[src/rtl/ifu_fetch.sv]
// ifu_fetch - instruction fetch stage of the single-issue RV64 core.
//
// Owns the architectural fetch PC, issues one word read at a time to
// instruction memory, captures the response and holds it until decode
// accepts it. Redirects from execute may arrive in any cycle and squash
// whatever fetch is in flight.
//
// Ports:
//   clk             in   clock, all state updates on the rising edge
//   rst             in   synchronous reset, active-low
//   imem_req_valid  out  fetch request valid
//   imem_req_ready  in   memory accepts the request this cycle
//   imem_req_addr   out  fetch address (word aligned)
//   imem_rsp_valid  in   response data valid
//   imem_rsp_data   in   fetched instruction word
//   redirect_valid  in   one-cycle pulse: refetch from redirect_pc
//   redirect_pc     in   redirect target
//   inst_valid      out  instruction available to decode
//   inst_ready      in   decode accepts the instruction
//   inst            out  instruction word
//   inst_pc         out  PC of inst
//   misalign_err    out  sticky misaligned-redirect flag
//
// Build option:
//   IFU_MISALIGN_CHK_EN - when defined, a redirect whose target has
//   bits [1:0] != 0 sets misalign_err and parks the stage in HALT until
//   reset. When undefined, the low target bits are silently dropped and
//   misalign_err is tied low.
module ifu_fetch #(
    parameter logic [63:0] RESET_PC = 64'h0000_0000_8000_0000
) (
    input  logic        clk,
    input  logic        rst,
    output logic        imem_req_valid,
    input  logic        imem_req_ready,
    output logic [63:0] imem_req_addr,
    input  logic        imem_rsp_valid,
    input  logic [31:0] imem_rsp_data,
    input  logic        redirect_valid,
    input  logic [63:0] redirect_pc,
    output logic        inst_valid,
    input  logic        inst_ready,
    output logic [31:0] inst,
    output logic [63:0] inst_pc,
    output logic        misalign_err
);

    typedef enum logic [2:0] {
        S_BOOT = 3'd0,
        S_REQ  = 3'd1,
        S_WAIT = 3'd2,
        S_HOLD = 3'd3
`ifdef IFU_MISALIGN_CHK_EN
        ,
        S_HALT = 3'd4
`endif
    } state_t;

    state_t      state_q;
    logic [63:0] pc_q;
    logic [31:0] inst_q;
    logic [63:0] inst_pc_q;
    logic        kill_q;    // the outstanding response belongs to a squashed fetch
    logic [63:0] redirect_tgt;

    // Low two bits of the target are always forced to zero.
    assign redirect_tgt = redirect_pc & 64'hFFFF_FFFF_FFFF_FFFC;

`ifdef IFU_MISALIGN_CHK_EN
    logic err_q;
    logic misalign_hit;

    assign misalign_hit = redirect_valid && (redirect_pc[1:0] != 2'b00) &&
                          (state_q != S_HALT);
    assign misalign_err = err_q;
`else
    assign misalign_err = 1'b0;
`endif

    always_ff @(posedge clk) begin
        if (!rst) begin
            state_q   <= S_BOOT;
            pc_q      <= RESET_PC;
            inst_q    <= 32'h0;
            inst_pc_q <= 64'h0;
            kill_q    <= 1'b0;
`ifdef IFU_MISALIGN_CHK_EN
            err_q     <= 1'b0;
        end else if (misalign_hit) begin
            // Misaligned target wins over every other event.
            state_q   <= S_HALT;
            err_q     <= 1'b1;
`endif
        end else begin
            case (state_q)
                S_BOOT: begin
                    if (redirect_valid) pc_q <= redirect_tgt;
                    state_q <= S_REQ;
                end
                S_REQ: begin
                    if (redirect_valid) pc_q <= redirect_tgt;
                    if (imem_req_ready) begin
                        state_q <= S_WAIT;
                        // A redirect in the accept cycle makes the fetch stale.
                        kill_q  <= redirect_valid;
                    end
                end
                S_WAIT: begin
                    if (redirect_valid) pc_q <= redirect_tgt;
                    if (imem_rsp_valid) begin
                        kill_q <= 1'b0;
                        if (redirect_valid || kill_q) begin
                            state_q <= S_REQ;
                        end else begin
                            inst_q    <= imem_rsp_data;
                            inst_pc_q <= pc_q;
                            state_q   <= S_HOLD;
                        end
                    end else if (redirect_valid) begin
                        kill_q <= 1'b1;
                    end
                end
                S_HOLD: begin
                    // A handshake in the redirect cycle still delivers the
                    // instruction, but the next fetch goes to the target.
                    if (redirect_valid) begin
                        pc_q    <= redirect_tgt;
                        state_q <= S_REQ;
                    end else if (inst_ready) begin
                        pc_q    <= pc_q + 64'd4;
                        state_q <= S_REQ;
                    end
                end
`ifdef IFU_MISALIGN_CHK_EN
                S_HALT: begin
                    state_q <= S_HALT;
                end
`endif
                default: begin
                    state_q <= S_BOOT;
                end
            endcase
        end
    end

    // All outputs come straight from registered state.
    assign imem_req_valid = (state_q == S_REQ);
    assign imem_req_addr  = pc_q;
    assign inst_valid     = (state_q == S_HOLD);
    assign inst           = inst_q;
    assign inst_pc        = inst_pc_q;

endmodule

[config.mk]
export PLATFORM = sky130hd
export DESIGN_NAME = ifu_fetch
export DESIGN_NICKNAME = d
export VERILOG_FILES = /design/src/rtl/ifu_fetch.sv
export SDC_FILE = /design/constraint.sdc
export NUM_CORES = 1
export LEC_CHECK = 0
export CAP_MARGIN = 20
export CORE_MARGIN = 10
export CORE_UTILIZATION = 41
export DETAILED_ROUTE_END_ITERATION = 7
export PLACE_DENSITY = 0.75
export SLEW_MARGIN = 20
export SYNTH_ARGS = -nofsm -noshare
export SYNTH_HDL_FRONTEND = slang
export SYNTH_SLANG_ARGS = --single-unit
[constraint.sdc]
create_clock -name clk -period 2.3 [get_ports clk]
set_input_delay 0.46 -clock clk [delete_from_list [all_inputs] [get_ports clk]]
set_output_delay 0.46 -clock clk [all_outputs]
set_load 0.01 [all_outputs]
==> run metrics <==
total number of vias=roughly 7800; total power=approximately 6700 uW; CTS tree=done; design area=approximately 11000 um^2; fin nets=between 1000 and 1500; Final setup viols=0; drt total wl=between 20000 and 30000 um; origin of the worst min-delay path=inst[19]; highest metal used=met5; EDFF count, synth=0; Fin Clk Skew=roughly 15 ps; met2 WL=between 10000 and 15000 um; maximum fanout along the worst path=3; first-pass iteration count of the detailed router=5; VDD IR max=497 uV; worst hold path class=reg -> reg; Hold Path Sink=inst[19]; total CTS buffers=17; number of max-cap violations=0; largest net degree at the start of global routing=95; Critical Setup Path Class=reg -> reg; DR iter-0 viols=between 400 and 500; HPWL after detailed placement=19900 um; register bit count reported by yosys=~160; Tot GR Track Use=0.215; layout cells sized above 1=0.119; Adder-Cell Fraction of Synth Area=0.00171; total gr overflow=0; Cell Area, Placed=10600 um^2; antenna violation net count after detailed routing=0; Worst setup SP type=flop; RR Endpoint=imem_req_addr[60]; simple-gate share of the synthesized area=0.259; Yosys warning count=0; post-synthesis compound-gate area fraction=0.226; Post-Synth XOR/XNOR Area=0.0263; met1 WL=~11000 um; Max Clock Freq=between 400 and 500 MHz; Root Driver=clkbuf_16; port bufs=around 260; FF-to-FF path depth=5; fin. max-slew vios=0; WHS Path Cells=2; R2R setup slack=70 ps; RSZ-0062 raised after global routing=false; most frequent cells in the layout=clkdlybuf4s50_1 (255), nand2_1 (228), dfxtp_1 (159); sequential share of the synthesized area=0.434; WL met3=~2400 um; synthesized cell area=approximately 7300 um^2; Worst Setup End Kind=flop; Die Wd=roughly 150 um; critical path arrival=between 2000 and 3000 ps; Ant. Diodes=0; CTS Sinks=roughly 160; Worst-Skew Late Latency=between 400 and 500 ps; first-pass GRT wire length=between 40000 and 50000 um; endpoints failing hold=0; Bufs on Longest Clock Path=2; Required @ worst endpoint=about 2600 ps; # IOs=around 270; H-tree levels=4; largest family of logic cells by synthesized area=simple AND/OR/NAND/NOR gates; Hold WS=459 ps; Tmin final=2230 ps; num rows=between 40 and 50; period utilisation layout=0.972; most used flip-flop cell after synthesis=dfxtp_1; Async SR Flop Fraction=0; synth unique cells=slightly above 60; chip height=154 um; commonest non-fill, non-tap cell in the layout=clkdlybuf4s50_1; Reg clk slew, reported paths=60 ps; Synth Instances=900; initial core utilization=0.421; Die ar.=23600 um^2; antenna violations before repair=1; Layout area overhead=53.3%; Post-Syn Area per Cell=approximately 8.1 um^2; Post-route DRC=0; Layout fillers=between 1000 and 1500; status=complete, no violations; Leakage=slightly below 0.004 uW; Vias/cell=5.40; CORE AREA=between 15000 and 20000 um^2; post-synthesis mux area share=0.00137; RR Startpoint=imem_req_addr[46]; WL/cell=between 15 and 20 um; RD Place Congestion=about 0.88; Pwr per Cell Area=roughly 600 nW/um^2; number of global-route vias before repair=~7400
## flip-flops by register name, indices dropped and copies added, names as in the netlist
name           count
inst              32
inst_pc           62
state_q            2
imem_req_addr     62
kill_q             1
## Yosys cell counts, drive strengths merged (2+ instances only)
library cell    n  share of area
nand2         228           0.12
dfxtp         159           0.43
a21boi         95          0.097
o21ai          57          0.039
clkbuf         56          0.032
nand3          29          0.021
a31oi          26          0.022
nor3           22          0.015
nand4          19          0.018
and3           16          0.014
nor2           16         0.0082
or4            16          0.017
a21oi          15          0.010
xnor2          14          0.017
nor4           13          0.014
o31ai          12          0.012
buf            11         0.0087
a211oi         10          0.010
inv            10         0.0051
o211a          10          0.014
and4            8         0.0097
nand2b          8         0.0068
or3             8         0.0070
xor2            8         0.0096
a311oi          5         0.0060
and2            3         0.0026
o311a           3         0.0041
nor2b           2         0.0017
nor3b           2         0.0020
or4b            2         0.0027
## layer usage
layer / track usage / vias up
li1: - / 3803
met1: 0.264 / 3674
met2: 0.353 / 283
met3: 0.0778 / 27
met4: 0.0486 / 2
met5: 0 / -
## stage by stage
stage / util / instances / setup slack [ps] / TNS, ps
2_1_floorplan: - / 904 / 27.0 / 0
3_3_place_gp: 0.610 / 1410 / -285 / -4540
3_5_place_dp: 0.610 / 1410 / -330 / -5710
4_1_cts: 0.644 / 1442 / 47.1 / 0
5_1_grt: 0.645 / 1442 / 12.6 / 0
6_report: 0.645 / 1442 / 65.2 / 0
## power by group
part / switching [uW] / internal, uW / total [uW] / leakage (uW)
registers: 87.8 / 2850 / 2940 / 0.00130
logic: 405 / 510 / 915 / 0.00238
clock network: 1190 / 1690 / 2880 / 0.000292
total: 1680 / 5050 / 6730 / 0.00397
## worst max-delay path: stages, from the launching register on
cell and delay (ps):
dfxtp_1 360, nand4_2 120, or4_4 570, or3_1 370, or4_1 490, a211oi_2 230
## timing repair
item	4_1_cts	5_1_grt
hold buffers	0	0
setup buffers	0	0
resized for setup	0	1
endpoints found under the setup margin	0	2
## cell type report
type / instances / area, um^2 / area share
repair buffers: 349 / 3320 / 0.295
inverters: 11 / 41.3 / 0.00368
clock inverters: 12 / 134 / 0.0119
multi-input cells: 666 / 3800 / 0.339
clock buffers: 20 / 467 / 0.0416
flip-flops and latches: 159 / 3180 / 0.283
well taps: 225 / 282 / 0.0251
## cell families after synthesis
group,count (synthesis)
adders and majority gates,1
and+or+nand+nor,394
muxes,1
DFF,159
AOI/OAI and AO/OA,243
xor gates and xnor gates,22
other,1
buffers and inverters,79
## worst max-delay path by stage
stage | endpoint | slack (ps) | depth (start not counted) | startpoint
detailed placement | imem_req_addr[53] | -330 | 7 | inst_ready
finish | imem_req_addr[60] | 70 | 5 | imem_req_addr[46]
global placement | imem_req_addr[39] | -290 | 7 | inst_ready
floorplan | imem_req_addr[60] | 30 | 5 | imem_req_addr[44]
CTS | imem_req_addr[60] | 50 | 5 | imem_req_addr[46]
global route | inst_valid | 10 | 3 | state_q[1]
No activity file was read; power rests on OpenSTA's default activity.
